--- src/rtl/cmp_sar_search_if.sv ---
// Handshake and comparator bus between the SAR search engine and its
// environment. The engine (master) drives the trial operand and the result
// signals; the environment (slave) supplies start and the comparator flags.
interface cmp_sar_search_if #(
    parameter int WIDTH = 4
);
    logic             start;
    logic [WIDTH-1:0] probe_b;
    logic             cmp_aeb;
    logic             cmp_agb;
    logic             cmp_alb;
    logic             busy;
    logic             done;
    logic [WIDTH-1:0] result;
    logic             err;

    modport master (
        input  start,
        input  cmp_aeb,
        input  cmp_agb,
        input  cmp_alb,
        output probe_b,
        output busy,
        output done,
        output result,
        output err
    );

    modport slave (
        output start,
        output cmp_aeb,
        output cmp_agb,
        output cmp_alb,
        input  probe_b,
        input  busy,
        input  done,
        input  result,
        input  err
    );
endinterface

--- src/rtl/cmp_sar_search.sv ---
// Successive-approximation search engine that recovers the signed value on
// the A operand of an external magnitude comparator by driving its B operand
// and reading back the AEB/AGB/ALB flags, one decision per clock.
//
// The search runs on an unsigned offset code u; the comparator sees u with
// its MSB inverted, which maps the unsigned binary search onto a signed
// compare. Only probe_b is stored; u is recovered from it on the fly.
//
// Optional feature: define CMP_SEARCH_EARLY_EXIT_EN to finish as soon as the
// comparator reports equality, returning the current probe as the result.
module cmp_sar_search #(
    parameter int WIDTH = 4
) (
    input  logic             sysclk,
    input  logic             sys_rst,
    cmp_sar_search_if.master bus
);

    localparam int KW = (WIDTH > 2) ? $clog2(WIDTH) : 1;
    localparam logic [WIDTH-1:0] MSB_MASK = {1'b1, {(WIDTH-1){1'b0}}};

    typedef enum logic [1:0] {
        IDLE,
        PROBE,
        DONE
    } state_t;

    state_t           state;
    logic [KW-1:0]    k;
    logic             one_hot;
    logic             keep;
    logic [WIDTH-1:0] cur_u;
    logic [WIDTH-1:0] dec_u;
`ifdef CMP_SEARCH_EARLY_EXIT_EN
    logic             eq_exit;
`endif

    // Decide bit k from the flags and prepare the next trial code (bit k-1 set)
    always_comb begin
        one_hot = ($countones({bus.cmp_aeb, bus.cmp_agb, bus.cmp_alb}) == 1);
        keep    = one_hot && (bus.cmp_agb || bus.cmp_aeb);
`ifdef CMP_SEARCH_EARLY_EXIT_EN
        eq_exit = one_hot && bus.cmp_aeb;
`endif
        cur_u   = bus.probe_b ^ MSB_MASK;
        dec_u   = cur_u;
        for (int i = 0; i < WIDTH; i++) begin
            if (KW'(i) == k) begin
                dec_u[i] = keep;
            end else if ((k != '0) && (KW'(i) == (k - KW'(1)))) begin
                dec_u[i] = 1'b1;
            end
        end
    end

    // Search FSM with registered trial value, status and result
    always_ff @(posedge sysclk or posedge sys_rst) begin
        if (sys_rst) begin
            state       <= IDLE;
            k           <= '0;
            bus.probe_b <= '0;
            bus.busy    <= 1'b0;
            bus.done    <= 1'b0;
            bus.result  <= '0;
            bus.err     <= 1'b0;
        end else begin
            case (state)
                IDLE: begin
                    bus.done <= 1'b0;
                    if (bus.start) begin
                        bus.probe_b <= '0;
                        k           <= KW'(WIDTH - 1);
                        bus.err     <= 1'b0;
                        bus.busy    <= 1'b1;
                        state       <= PROBE;
                    end
                end
                PROBE: begin
                    bus.err <= bus.err | ~one_hot;
`ifdef CMP_SEARCH_EARLY_EXIT_EN
                    if (eq_exit) begin
                        bus.result <= bus.probe_b;
                        bus.busy   <= 1'b0;
                        bus.done   <= 1'b1;
                        state      <= DONE;
                    end else
`endif
                    if (k != '0) begin
                        bus.probe_b <= dec_u ^ MSB_MASK;
                        k           <= k - KW'(1);
                    end else begin
                        bus.result <= dec_u ^ MSB_MASK;
                        bus.busy   <= 1'b0;
                        bus.done   <= 1'b1;
                        state      <= DONE;
                    end
                end
                DONE: begin
                    bus.done <= 1'b0;
                    state    <= IDLE;
                end
                default: begin
                    bus.busy <= 1'b0;
                    bus.done <= 1'b0;
                    state    <= IDLE;
                end
            endcase
        end
    end

endmodule
--- src/flat_wrapper.sv ---
// flat-port wrapper written by rule: the top's interface ports become plain ports
module cmp_sar_search_flat 
#(
    parameter int WIDTH = 4
)
  (sysclk, sys_rst, bus_start, bus_cmp_aeb, bus_cmp_agb, bus_cmp_alb, bus_probe_b, bus_busy, bus_done, bus_result, bus_err);
  cmp_sar_search_if #(.WIDTH(WIDTH)) bus_i ();
  input  logic sysclk;
  input  logic sys_rst;
  input wire logic [$bits(bus_i.start)-1:0] bus_start;
  input wire logic [$bits(bus_i.cmp_aeb)-1:0] bus_cmp_aeb;
  input wire logic [$bits(bus_i.cmp_agb)-1:0] bus_cmp_agb;
  input wire logic [$bits(bus_i.cmp_alb)-1:0] bus_cmp_alb;
  output wire logic [$bits(bus_i.probe_b)-1:0] bus_probe_b;
  output wire logic [$bits(bus_i.busy)-1:0] bus_busy;
  output wire logic [$bits(bus_i.done)-1:0] bus_done;
  output wire logic [$bits(bus_i.result)-1:0] bus_result;
  output wire logic [$bits(bus_i.err)-1:0] bus_err;
  assign bus_i.start = bus_start;
  assign bus_i.cmp_aeb = bus_cmp_aeb;
  assign bus_i.cmp_agb = bus_cmp_agb;
  assign bus_i.cmp_alb = bus_cmp_alb;
  assign bus_probe_b = bus_i.probe_b;
  assign bus_busy = bus_i.busy;
  assign bus_done = bus_i.done;
  assign bus_result = bus_i.result;
  assign bus_err = bus_i.err;
  cmp_sar_search #(.WIDTH(WIDTH)) u_core (.sysclk(sysclk), .sys_rst(sys_rst), .bus(bus_i));
endmodule
--- config.mk ---
export PLATFORM = sky130hd
export DESIGN_NAME = cmp_sar_search_flat
export DESIGN_NICKNAME = d
export VERILOG_FILES = /design/src/rtl/cmp_sar_search_if.sv /design/src/rtl/cmp_sar_search.sv /design/src/flat_wrapper.sv
export SDC_FILE = /design/constraint.sdc
export NUM_CORES = 1
export LEC_CHECK = 0
export BUFFER_PORTS_ARGS = -buffer_cell sky130_fd_sc_hd__buf_2
export CORE_MARGIN = 3
export CORE_UTILIZATION = 53
export CTS_CLUSTER_DIAMETER = 40
export DETAILED_ROUTE_END_ITERATION = 6
export HOLD_SLACK_MARGIN = 0.05
export PLACE_DENSITY = 0.77
export SLEW_MARGIN = 20
export SYNTH_ARGS = -nofsm -noshare
export SYNTH_HDL_FRONTEND = slang
export SYNTH_SLANG_ARGS = --single-unit
--- constraint.sdc ---
create_clock -name sysclk -period 1.71 [get_ports sysclk]
set_input_delay 0.0855 -clock sysclk [delete_from_list [all_inputs] [get_ports sysclk]]
set_output_delay 0.0855 -clock sysclk [all_outputs]
set_load 0.01 [all_outputs]
* Word level (Yosys, flattened, before mapping)
Cells that the tools add are included.
** Operators by class
- Add/sub/neg operators :: 3
- Equal/unequal tests :: 12
- Muxes and demuxes :: 24
- Bitwise operators :: 6
- Reduce and logical (&&, ||, !) cells :: 16
** Operators by type and width (count)
- $add A32 B1 Y32 :: 1
- $eq A32 B2 Y1 const B :: 1
- $mux W1 :: 13
- $eq A2 B2 Y1 const A :: 4
- $mux W2 :: 4
- $mux W4 :: 2
- $pmux W2 S2 :: 2
- $pmux W4 S2 :: 1
- $logic_not A2 Y1 :: 3
- $reduce_and A2 Y1 :: 3
- $reduce_and A3 Y1 :: 2
- $logic_and A1 B1 Y1 :: 5
- $not A1 Y1 :: 5
- $eq A1 B2 Y1 const A :: 2
- $ne A2 B2 Y1 const B :: 2
- $reduce_bool A2 Y1 :: 2
- $pmux W1 S3 :: 1
- $add A1 B1 Y2 :: 1
- $eq A2 B1 Y1 const B :: 1
- $eq A2 B2 Y1 const B :: 1
- $ne A2 B1 Y1 const B :: 1
- $pmux W1 S2 :: 1
- $sub A2 B1 Y2 const B :: 1
- $logic_or A1 B1 Y1 :: 1
- $or A1 B1 Y1 :: 1
** Storage, ports and cells
- Register bits :: 15
- Input bits :: 6
- Output and inout bits :: 11
- Logic and storage cells :: 68

* Logic depth before layout (Yosys ltp)
- Depth in word-level cells :: 8
- Gate-level depth with buffers :: 7

* Worst setup path after synthesis
OpenSTA, ideal clock, no wires.
- Path type :: input -> register
- Start :: input bus_cmp_alb
- End :: register u_core.bus.result[3]
- Library setup time :: 127 ps
- Arrival :: 1425 ps
- Required time :: 1583 ps
- Path slack :: 159 ps
- Cell stages on the path :: 7
- Cells stage by stage :: ha_1 -> ha_1 -> ha_1 -> or3b_1 -> buf_6 -> nor3_1 -> o31ai_1
** Between the ends
- Longest elaborated chain between the ends :: 6
** RTL lines
- from (decl) :: line flat_wrapper.sv:13 : input wire logic [$bits(bus_i.cmp_alb)-1:0] bus_cmp_alb;
- $add A1 B1 Y2 (not written as such) :: line cmp_sar_search.sv:40 : one_hot = ($countones({bus.cmp_aeb, bus.cmp_agb, bus.cmp_alb}) == 1);
- $add A32 B1 Y32 (not written as such) :: line cmp_sar_search.sv:40
- $eq A32 B2 Y1 :: line cmp_sar_search.sv:40
- $logic_and A1 B1 Y1 :: line cmp_sar_search.sv:41 : keep = one_hot && (bus.cmp_agb || bus.cmp_aeb);
- $mux W1 :: line cmp_sar_search.sv:48 : if (KW'(i) == k) begin
- $not A1 Y1 (no source line)
- to (signal assigned) :: line cmp_sar_search.sv:92 : bus.result <= dec_u ^ MSB_MASK;
- to (decl) :: line cmp_sar_search_if.sv:25 : output result,
Every way passes these cells.
A chain may end at the register's enable or synchronous reset.

* Worst setup path after layout
- Start :: register u_core.k[0]
- End :: register u_core.k[1]
** Between the ends
- Longest elaborated chain between the ends :: 3
- Elaborated cells between the ends (all ways) :: 6
- Those cells by class :: add/sub (1); eq/ne (1); mux (2); reduce/logical (2)
** RTL lines
- from (decl) :: line cmp_sar_search.sv:29 : logic [KW-1:0] k;
- from (signal assigned) :: line cmp_sar_search.sv:72 : k <= KW'(WIDTH - 1);
- from (signal assigned) :: line cmp_sar_search.sv:90 : k <= k - KW'(1);
- $sub A2 B1 Y2 / $reduce_bool A2 Y1 (equally long branches) :: line cmp_sar_search.sv:90, cmp_sar_search.sv:88
- $mux W2 / $ne A2 B1 Y1 (equally long branches)
- $pmux W2 S2 / $reduce_and A3 Y1 (equally long branches)
Several ways; a longest one is shown, not always the timed one. The select of a mux whose other input is x is not followed.

==> flow_metrics.py <==
metrics = {
    "floorplanning": {
        "core_sq_um": 1540,
        "rows": 14,
        "die_w_um": 46.9,
        "io_pins": 17,
        "initial_core_util": 0.576,
        "die-area_sq_um": 2200,
        "die_y_um": 46.9,
    },
    "route": {
        "avgRoutedWirePerCell_um": 13.8,
        "first_iter_violations": 14,
        "vias": 677,
        "wl_um": 1700,
        "dr.pass1.iters": 4,
        "drtAntennaViolNets": 0,
        "drc": 0,
        "via_per_inst": 5.50,
    },
    "final_layout": {
        "syn_to_final_growth_pct": 16.1,
        "nets": 122,
        "final_cell_mix": "buf_2 (16), dfrtp_1 (15), inv_1 (13)",
        "final_core_util": 0.669,
        "antenna_cells": 0,
        "layout.cells.non_filler": 123,
        "final_area_sq_um": 1030,
        "layout.cells.most_common": "buf_2",
        "layout-drive-gt1-share": 0.290,
    },
    "critical_path": {
        "crit_required_ns": 1.88,
        "cp-start-kind": "flip-flop",
        "worstRegToRegCells": 5,
        "path_max_fanout": 4,
        "arrival_ns": 1.73,
        "critPathKind": "reg2reg",
        "rrSetupSlack_ns": 0.15,
        "worstReg2RegStart": "u_core.k[0]$_DFFE_PP0P_",
        "reg2reg_to": "u_core.k[1]$_DFFE_PP0P_",
        "worst_setup_path_end_kind": "flip-flop",
    },
    "grt": {
        "grt.overflow.total": 0,
        "grt_pass1_vias": 624,
        "groute.usage.overall": 0.173,
        "grt_max_degree": 16,
        "antenna_found_initial": 0,
        "grt_pass1_wl_um": 2710,
    },
    "sta": {
        "post-route-min-period_ns": 1.56,
        "timing.final.crit_share": 0.912,
        "rsz0062_at_grt": "false",
        "clock_skew_ns": 0.00600,
        "slew-limit-headroom": 0.630,
        "whs_ns": 0.173,
        "drv_slew": 0,
        "finalHoldViolCount": 0,
        "fmax_mhz": 641,
        "setup_viol": 0,
        "worstMarginPinSlew_ns": 0.554,
    },
    "hold_path": {
        "hold_path.startpoint": "bus_start",
        "min_path_type": "in2reg",
        "hold-path-cell-count": 3,
        "whs_endpoint": "u_core.bus.busy$_DFFE_PP0P_",
    },
    "clock_network": {
        "cts_root_buffer": "clkbuf_4",
        "path_clk_slew_ns": 0.10,
        "cts_tree": "done",
        "clock-sinks": 15,
        "insertion_delay_ns": 0.29,
        "cts_buffer_depth": 2,
        "cts.htree.levels": 1,
        "cts_inserted_buffers": 3,
    },
    "logic_synthesis": {
        "yosys_warnings": 0,
        "ys_types": 34,
        "synth.avg_cell_area_sq_um": 10.3,
        "synth_area_sq_um": 888,
        "ys_seq_area_frac": 0.423,
        "synthCells": 86,
        "syn-num-nets": 100,
        "synth_seq_cells": 15,
    },
    "pwr": {
        "power_density_nw_per_um2": 1740,
        "p_leak_uw": 0.000538,
        "irDropWorstVdd_uv": 909,
    },
    "run_status": {
        "outcome": "completed",
    },
    "placement": {
        "placement.cell_area_sq_um": 987,
        "place_inst": 118,
        "dpl.hpwl_um": 1290,
        "gp_congestion": 0.829,
        "io_buffer_count": 16,
    },
    "run": {
        "drv_cap": 0,
    },
}
-- cells by family after synthesis --
family                   count (synthesis)  share of synthesized area
AND/OR/NAND/NOR                         20                      0.149
multiplexers                             2                     0.0254
buffers and inverters                   16                     0.0817
flip-flops                              15                      0.423
AO/OA/AOI/OAI                           25                      0.200
adder cells (fa/ha/maj)                  8                      0.121
-- sequential cells by signal, indices dropped and copies added (netlist names) --
signal	cells
u_core.bus.busy	1
u_core.bus.done	1
u_core.bus.err	1
u_core.bus.probe_b	4
u_core.bus.result	4
u_core.k	2
u_core.state	2
-- power by group --
group	internal, uW	total [uW]	leakage, uW	switching (uW)
Sequential	514	661	0.000181	147
Clock	86.9	206	0.0000177	119
Combinational	443	925	0.000339	482
-- layout make-up --
| cell class | count | area, sq um |
|---|---|---|
| fill | 130 | 510 |
| timing repair buffer | 20 | 113 |
| tap | 16 | 20.0 |
| inverter | 13 | 48.8 |
| multi-input combinational | 55 | 447 |
| clock buffer | 3 | 22.5 |
| sequential | 15 | 375 |
| clock inverter | 1 | 5.00 |
-- per-stage QoR --
step	setup slack (ns)	setup TNS, ns	total power (uW)
after global placement	-0.00366	-0.00366	1530
after floorplan	0.159	0	1290
after global routing	0.00516	0	1930
after CTS	0.118	0	1780
after detailed placement	-0.0600	-0.148	1570
final	0.150	0	1790
-- what timing repair did --
item,in CTS,in global routing
endpoints found under the setup margin,0,3
hold buffers,1,0
gates resized for setup,0,1
hold endpoints to repair,15,0
setup buffers,0,0
-- cells in the mapped netlist --
| cell | number | area share |
|---|---|---|
| nand2b_2 | 1 | 0.0099 |
| nand2b_4 | 1 | 0.015 |
| a221oi_1 | 2 | 0.020 |
| nand3b_4 | 1 | 0.023 |
| nor3_1 | 2 | 0.011 |
| a21oi_1 | 5 | 0.028 |
| o211ai_1 | 1 | 0.0085 |
| o21ai_0 | 3 | 0.017 |
| inv_1 | 13 | 0.055 |
| ha_1 | 7 | 0.099 |
| mux2_1 | 1 | 0.013 |
| o21ai_4 | 1 | 0.018 |
| fa_1 | 1 | 0.023 |
| a22o_1 | 2 | 0.020 |
| o22ai_1 | 1 | 0.0070 |
| a31oi_1 | 1 | 0.0070 |
| nand2_1 | 4 | 0.017 |
| or3b_1 | 1 | 0.0099 |
| nor2_1 | 5 | 0.021 |
| a22oi_1 | 1 | 0.0085 |
| buf_4 | 1 | 0.0085 |
| o31ai_1 | 2 | 0.017 |
| buf_2 | 1 | 0.0056 |
| a21oi_2 | 1 | 0.0099 |
| buf_6 | 1 | 0.013 |
| o21a_1 | 1 | 0.0085 |
| o21ai_1 | 2 | 0.011 |
| nor2b_1 | 2 | 0.014 |
| mux2_2 | 1 | 0.013 |
| nor3b_2 | 1 | 0.014 |
| nor2_2 | 1 | 0.0070 |
| nand2b_1 | 1 | 0.0070 |
| dfrtp_1 | 15 | 0.42 |
| o2bb2ai_1 | 2 | 0.020 |
-- critical path, stage by stage, from the launching register on --
cell      delay [ns]
dfrtp_1         0.42
inv_1           0.10
ha_1            0.21
nand2b_2        0.20
a21oi_2         0.18
mux2_1          0.33
-- how the worst max path moves through the flow --
stage	endpoint	cells past startpoint	startpoint	slack, ns
after global routing	u_core.bus.probe_b[3]$_DFFE_PP0P_	6	u_core.k[0]$_DFFE_PP0P_	0.005
after detailed placement	u_core.bus.probe_b[3]$_DFFE_PP0P_	7	bus_cmp_alb	-0.06
after global placement	u_core.bus.result[3]$_DFFE_PP0P_	7	bus_cmp_alb	-0.004
after floorplan	u_core.bus.result[3]$_DFFE_PP0P_	7	bus_cmp_alb	0.16
final	u_core.k[1]$_DFFE_PP0P_	5	u_core.k[0]$_DFFE_PP0P_	0.15
after CTS	u_core.bus.probe_b[3]$_DFFE_PP0P_	6	u_core.k[0]$_DFFE_PP0P_	0.12
-- metal layers --
metal,GRT usage,vias to the layer above,wire length [um]
li1,-,335,-
met1,0.230,322,759
met2,0.285,18,847
met3,0.0345,2,74
met4,0.0497,0,14
met5,0,-,0
(Power assumes the default switching activity.)
